## config.mk

```make
export PLATFORM = sky130hd
export DESIGN_NAME = mii_frame_gen
export DESIGN_NICKNAME = d
export VERILOG_FILES = /design/src/rtl/mii_gen_pkg.sv /design/src/rtl/crc32_byte_next.sv /design/src/rtl/mii_frame_gen.sv
export SDC_FILE = /design/constraint.sdc
export NUM_CORES = 1
export LEC_CHECK = 0
export ABC_AREA = 1
export CORE_MARGIN = 2
export CORE_UTILIZATION = 51
export CTS_BUF_LIST = sky130_fd_sc_hd__clkbuf_8
export DETAILED_ROUTE_END_ITERATION = 8
export PLACE_DENSITY = 0.73
export REMOVE_ABC_BUFFERS = 1
export SLEW_MARGIN = 20
export SYNTH_ARGS = -nofsm -noshare
export SYNTH_HDL_FRONTEND = slang
export SYNTH_SLANG_ARGS = --single-unit
```

## constraint.sdc

```tcl
create_clock -name clk -period 10.78 [get_ports clk]
set_clock_uncertainty 0.1 [all_clocks]
set_input_delay 1.078 -clock clk [delete_from_list [all_inputs] [get_ports clk]]
set_output_delay 1.078 -clock clk [all_outputs]
set_load 0.01 [all_outputs]
```

## src/rtl/mii_gen_pkg.sv

```systemverilog
// rtl/mii_gen_pkg.sv - shared state encoding, framing constants and LFSR step for the MII frame generator
package mii_gen_pkg;

    typedef enum logic [2:0] {
        ST_IDLE,
        ST_PRE,
        ST_SFD,
        ST_HDR,
        ST_PAY,
        ST_FCS,
        ST_IFG
    } state_t;

    localparam logic [7:0]  PRE_BYTE    = 8'h55;
    localparam logic [7:0]  SFD_BYTE    = 8'hD5;
    localparam logic [31:0] CRC_POLY    = 32'hEDB8_8320;
    localparam logic [31:0] CRC_RESIDUE = 32'hDEBB_20E3;
    // Galois taps for x^32 + x^22 + x^2 + x + 1
    localparam logic [31:0] LFSR_TAPS   = 32'h0040_0007;

    function automatic logic [31:0] lfsr_next(input logic [31:0] v);
        return v[31] ? ({v[30:0], 1'b0} ^ LFSR_TAPS) : {v[30:0], 1'b0};
    endfunction

endpackage

```

## src/rtl/crc32_byte_next.sv

```systemverilog
// rtl/crc32_byte_next.sv - combinational one-byte step of the reflected IEEE 802.3 CRC-32
module crc32_byte_next
    import mii_gen_pkg::*;
(
    input  logic [31:0] crc,
    input  logic [7:0]  data,
    output logic [31:0] crc_next
);

    logic [31:0] c;

    always_comb begin
        c = crc ^ {24'h0, data};
        for (int i = 0; i < 8; i++) begin
            c = c[0] ? ((c >> 1) ^ CRC_POLY) : (c >> 1);
        end
        crc_next = c;
    end

endmodule

```

## src/rtl/mii_frame_gen.sv

```systemverilog
// rtl/mii_frame_gen.sv - Ethernet frame generator driving an MII (nibble) or GMII (byte) transmit port
module mii_frame_gen
    import mii_gen_pkg::*;
#(
    parameter int          DW      = 4,
    parameter logic [31:0] SEED    = 32'h1234_5678,
    parameter int          MIN_IFG = 12
) (
    input  logic          clk,
    input  logic          reset,
    input  logic          start,
    input  logic [10:0]   cfg_length,
    input  logic [47:0]   cfg_da,
    input  logic [47:0]   cfg_sa,
    input  logic [15:0]   cfg_len_type,
    input  logic          cfg_mode,
    input  logic          cfg_crc_err,
    input  logic [7:0]    cfg_ifg,
    output logic [DW-1:0] tx_d,
    output logic          tx_en,
    output logic          tx_er,
    output logic          busy,
    output logic          done,
    output logic [15:0]   frame_cnt
);

    localparam logic [7:0] MIN_IFG_B = 8'(MIN_IFG);

    state_t        state;
    state_t        nxt_state;
    logic [10:0]   cnt;
    logic [10:0]   nxt_cnt;
    logic [10:0]   pay_len;
    logic          nib;
    logic [7:0]    cur_byte;
    logic [7:0]    nxt_byte;
    logic [111:0]  hdr;
    logic          mode_q;
    logic          err_q;
    logic [8:0]    gap_q;
    logic [8:0]    gap_req;
    logic [8:0]    gap_left;
    logic [7:0]    ifg_eff;
    logic [31:0]   lfsr;
    logic [31:0]   crc;
    logic [31:0]   crc_upd;
    logic [31:0]   fcs;
    logic          byte_last;

    assign tx_er     = 1'b0;
    assign byte_last = (DW == 8) || nib;
    assign fcs       = ~crc ^ {32{err_q}};
    assign ifg_eff   = (cfg_ifg > MIN_IFG_B) ? cfg_ifg : MIN_IFG_B;
    assign gap_req   = (DW == 8) ? {1'b0, ifg_eff} : {ifg_eff, 1'b0};

    // Position and value of the byte that follows the one currently on the wire
    always_comb begin
        nxt_state = state;
        nxt_cnt   = cnt + 11'd1;
        nxt_byte  = 8'h00;
        case (state)
            ST_PRE: if (cnt == 11'd6) begin nxt_state = ST_SFD; nxt_cnt = '0; end
            ST_SFD: begin nxt_state = ST_HDR; nxt_cnt = '0; end
            ST_HDR: if (cnt == 11'd13) begin
                nxt_state = (pay_len == 11'd0) ? ST_FCS : ST_PAY;
                nxt_cnt   = '0;
            end
            ST_PAY: if (cnt == pay_len - 11'd1) begin nxt_state = ST_FCS; nxt_cnt = '0; end
            ST_FCS: if (cnt == 11'd3) begin nxt_state = ST_IFG; nxt_cnt = '0; end
            default: ;
        endcase
        case (nxt_state)
            ST_PRE:  nxt_byte = PRE_BYTE;
            ST_SFD:  nxt_byte = SFD_BYTE;
            ST_HDR:  nxt_byte = hdr[8 * (4'd13 - nxt_cnt[3:0]) +: 8];
            ST_PAY:  nxt_byte = mode_q ? nxt_cnt[7:0] : lfsr[7:0];
            ST_FCS:  nxt_byte = fcs[{nxt_cnt[1:0], 3'b000} +: 8];
            default: nxt_byte = 8'h00;
        endcase
    end

    crc32_byte_next u_crc (
        .crc      (crc),
        .data     (nxt_byte),
        .crc_next (crc_upd)
    );

    always_ff @(posedge clk or posedge reset) begin
        if (reset) begin
            state     <= ST_IDLE;
            cnt       <= '0;
            nib       <= 1'b0;
            cur_byte  <= '0;
            hdr       <= '0;
            mode_q    <= 1'b0;
            err_q     <= 1'b0;
            pay_len   <= '0;
            gap_q     <= '0;
            gap_left  <= '0;
            lfsr      <= SEED;
            crc       <= '1;
            tx_d      <= '0;
            tx_en     <= 1'b0;
            busy      <= 1'b0;
            done      <= 1'b0;
            frame_cnt <= '0;
        end else begin
            done <= 1'b0;
            case (state)
                ST_IDLE: if (start) begin
                    hdr      <= {cfg_da, cfg_sa, cfg_len_type};
                    mode_q   <= cfg_mode;
                    err_q    <= cfg_crc_err;
                    pay_len  <= (cfg_length < 11'd14) ? 11'd0 : cfg_length - 11'd14;
                    gap_q    <= gap_req;
                    crc      <= '1;
                    state    <= ST_PRE;
                    cnt      <= '0;
                    nib      <= 1'b0;
                    cur_byte <= PRE_BYTE;
                    tx_d     <= PRE_BYTE[DW-1:0];
                    tx_en    <= 1'b1;
                    busy     <= 1'b1;
                end
                // Runs one cycle short: the IDLE accept cycle that follows completes the gap
                ST_IFG: if (gap_left == 9'd0) begin
                    state <= ST_IDLE;
                    busy  <= 1'b0;
                end else begin
                    gap_left <= gap_left - 9'd1;
                    if (gap_left == 9'd1) begin
                        done      <= 1'b1;
                        frame_cnt <= frame_cnt + 16'd1;
                    end
                end
                default: if (!byte_last) begin
                    nib  <= 1'b1;
                    tx_d <= cur_byte[7 -: DW];
                end else begin
                    state    <= nxt_state;
                    cnt      <= nxt_cnt;
                    nib      <= 1'b0;
                    cur_byte <= nxt_byte;
                    if (nxt_state == ST_IFG) begin
                        tx_en    <= 1'b0;
                        tx_d     <= '0;
                        gap_left <= gap_q - 9'd2;
                    end else begin
                        tx_d <= nxt_byte[DW-1:0];
                    end
                    if (nxt_state == ST_HDR || nxt_state == ST_PAY) crc <= crc_upd;
                    if (nxt_state == ST_PAY && !mode_q) lfsr <= lfsr_next(lfsr);
                end
            endcase
        end
    end

endmodule

```

==> results.yml <==
run_status:
  status: "completed"
sta:
  setup-violations-final: 0
  hold_viol: 0
  fmax_mhz: 138
  worst_slew_pin_slew_ps: 1040
  post-route-min-period_ps: 7250
  final_max_slew_viol_count: 0
  tns_ps: 0
  rsz0062_at_grt: "false"
  period_share_pct: 67.2
  slew_headroom_pct: 30.4
power_and_ir_drop:
  ir_drop_mv: 0.279
  p_per_area_nw_per_um2: 334
  p_leak_nw: 8.12
synthesis:
  synth_top_family_by_area: "simple AND/OR/NAND/NOR gates"
  synth_cells: 1933
  synth-xor-area-share_pct: 5.73
  ys_types: 58
  ys_warn_count: 0
  synth-simple-area-share_pct: 29.7
  synth_compound_area_share_pct: 10.7
  synthAdderAreaFrac_pct: 0.867
  synthFlopType: "dfrtp_1"
  yosysSeqAreaShare_pct: 43.4
  synth_edf_count: 0
  synth.cell_area_um2: 14400
  synthMuxAreaShare_pct: 0
  synth-seq-cells: 248
  synthArstFlopShare_pct: 100
  avgSynthCellArea_um2: 7.46
cts:
  cts_hold_buf: 0
  cts_made_buffers: 43
  cts_root_buf: "clkbuf_8"
  clk_path_buf_depth: 3
  htreeDepth: 2
  cts_sinks: 248
  ctsResizeCount: 0
  cts_setup_buffers: 0
  clock_latency_ps: 540
  clkTransAtPathRegs_ps: 60
  cts_tree: "built"
setup_path:
  critical_path_peak_fanout: 43
  crit_path_end_kind: "flop"
  path_delay_family: "simple AND/OR/NAND/NOR gates"
  crit_type: "flop to flop"
  critPathBufInv: 6
  crit_path_start_kind: "flop"
  crit_top_cell: "nand2_1"
  worst_ep_arrival_time_ps: 7620
  slowest_delay_ps: 1050
  critical_path_required_ps: 11160
  cpMaxStageDelayCell: "ha_1"
routing:
  drt_iter0_drc: 1242
  vias: 13000
  firstDrtPassIters: 8
  vias_per_cell: 5.26
  drc_errors: 0
  drt-total-wl_um: 38500
  wl_per_cell_um: 15.5
  ant_nets: 0
final_layout:
  fin_util_pct: 61.1
  fillers: 2618
  diodes: 0
  multi_input_area_um2: 6800
  final_common_cell: "nand2_1"
  regArea_um2: 6260
  area_growth_pct: 17.6
  nNetsFinal: 2211
  drive_gt1_share_pct: 9.53
  layout_common_cells: "594 x nand2_1, 242 x inv_1, 203 x dfrtp_1"
grt:
  grt_pass1_wl_um: 64500
  antenna_found_initial: 0
  grt_util_all_layers_pct: 27.1
  grt.overflow.total: 0
  grt_max_degree: 164
  first_global_vias: 12900
place:
  hpwl_um: 27200
  port_buffers: 158
  routabilityCongestion: 0.888
floorplanning:
  die_height_um: 172
  die_w_um: 172
  io_pins: 160
  initial_core_util_pct: 51.9
  num_rows: 61
  core_um2: 27800
  dieArea_um2: 29600
hold_path:
  hp-class: "flop to flop"
job:
  drv_cap: 0
synth_stat cells (21+ instances only):
master	instances	area, um^2
nor2_1	103	387
xor2_1	59	517
o21ai_0	187	936
nand2_1	594	2230
dfrtp_1	203	5080
inv_1	226	848
nand2_2	30	188
nand3_1	175	876
o22ai_1	35	219
dfstp_2	45	1180
a21oi_1	21	105
clkbuf_1	47	176
xnor2_1	31	272
kinds of logic (layout without fill, tap and decap cells):
kind of cell | after synthesis | after routing
compound gates | 286 | 286
xor+xnor | 92 | 92
fa+ha+maj | 10 | 10
buf+inv | 320 | 486
flops | 248 | 248
other cells | 1 | 1
simple gates | 976 | 976
registers in the layout, indices dropped and copies added (netlist names), 3 cells and up:
register	flops
gap_q	8
hdr	112
frame_cnt	16
gap_left	9
pay_len	11
tx_d	4
lfsr	32
crc	32
cur_byte	4
cnt	11
state	3
worst paths after layout:
path,startpoint,to,slack [ps],cells past startpoint
max in group asynchronous,reset,hdr[94]$_DFFE_PP0P_,8180,3
max,cnt[0]$_DFFE_PP0P_,crc[19]$_DFFE_PP1P_,3530,36
max reg2reg,cnt[0]$_DFFE_PP0P_,crc[19]$_DFFE_PP1P_,3530,36
min,lfsr[25]$_DFFE_PP1P_,lfsr[25]$_DFFE_PP1P_,360,2
min in group asynchronous,reset,hdr[105]$_DFFE_PP0P_,900,2
min reg2reg,lfsr[25]$_DFFE_PP1P_,lfsr[25]$_DFFE_PP1P_,360,2
stage by stage:
step                hold WS [ps]  cell area, um^2  worst slack [ps]  cells  power, mW
global placement             353            16100              3920   2398       4.72
finish                       362            17000              3530   2477       5.67
CTS                          363            17000              3640   2477       5.66
global route                 379            17000              2900   2477       6.20
detailed placement           354            16100              3670   2398       4.78
floorplan                    340            14000              2860   1853       3.89
where the power goes:
part | leakage [nW] | switching, mW | internal (mW)
combinational | 4.57 | 2.20 | 1.07
clock | 0.511 | 0.391 | 0.466
sequential | 3.04 | 0.218 | 1.32
total | 8.12 | 2.81 | 2.86
layer usage:
layer | part of all wire, % | global-route usage [%] | vias up
li1 | - | - | 6396
met1 | 45 | 36.8 | 6194
met2 | 47 | 45.0 | 374
met3 | 4.9 | 3.34 | 76
met4 | 3.0 | 9.32 | 0
met5 | 0 | 0 | -
cell type report:
cell class                 instances  share of cell area [%]
tap                              378                    2.79
multi-input combinational       1365                    40.1
sequential                       248                    36.9
clock buffer                      56                    4.54
inverter                         240                    5.38
timing repair buffer             167                    9.72
clock inverter                    23                   0.597
worst register-to-register path, delay by kind of cell (launching register included):
family	cells	cell delay, ps
adder cells (fa/ha/maj)	1	1050
buffers and inverters	6	1620
flip-flops	1	390
AND/OR/NAND/NOR	29	3990
Power figures use the tool's default switching activity.
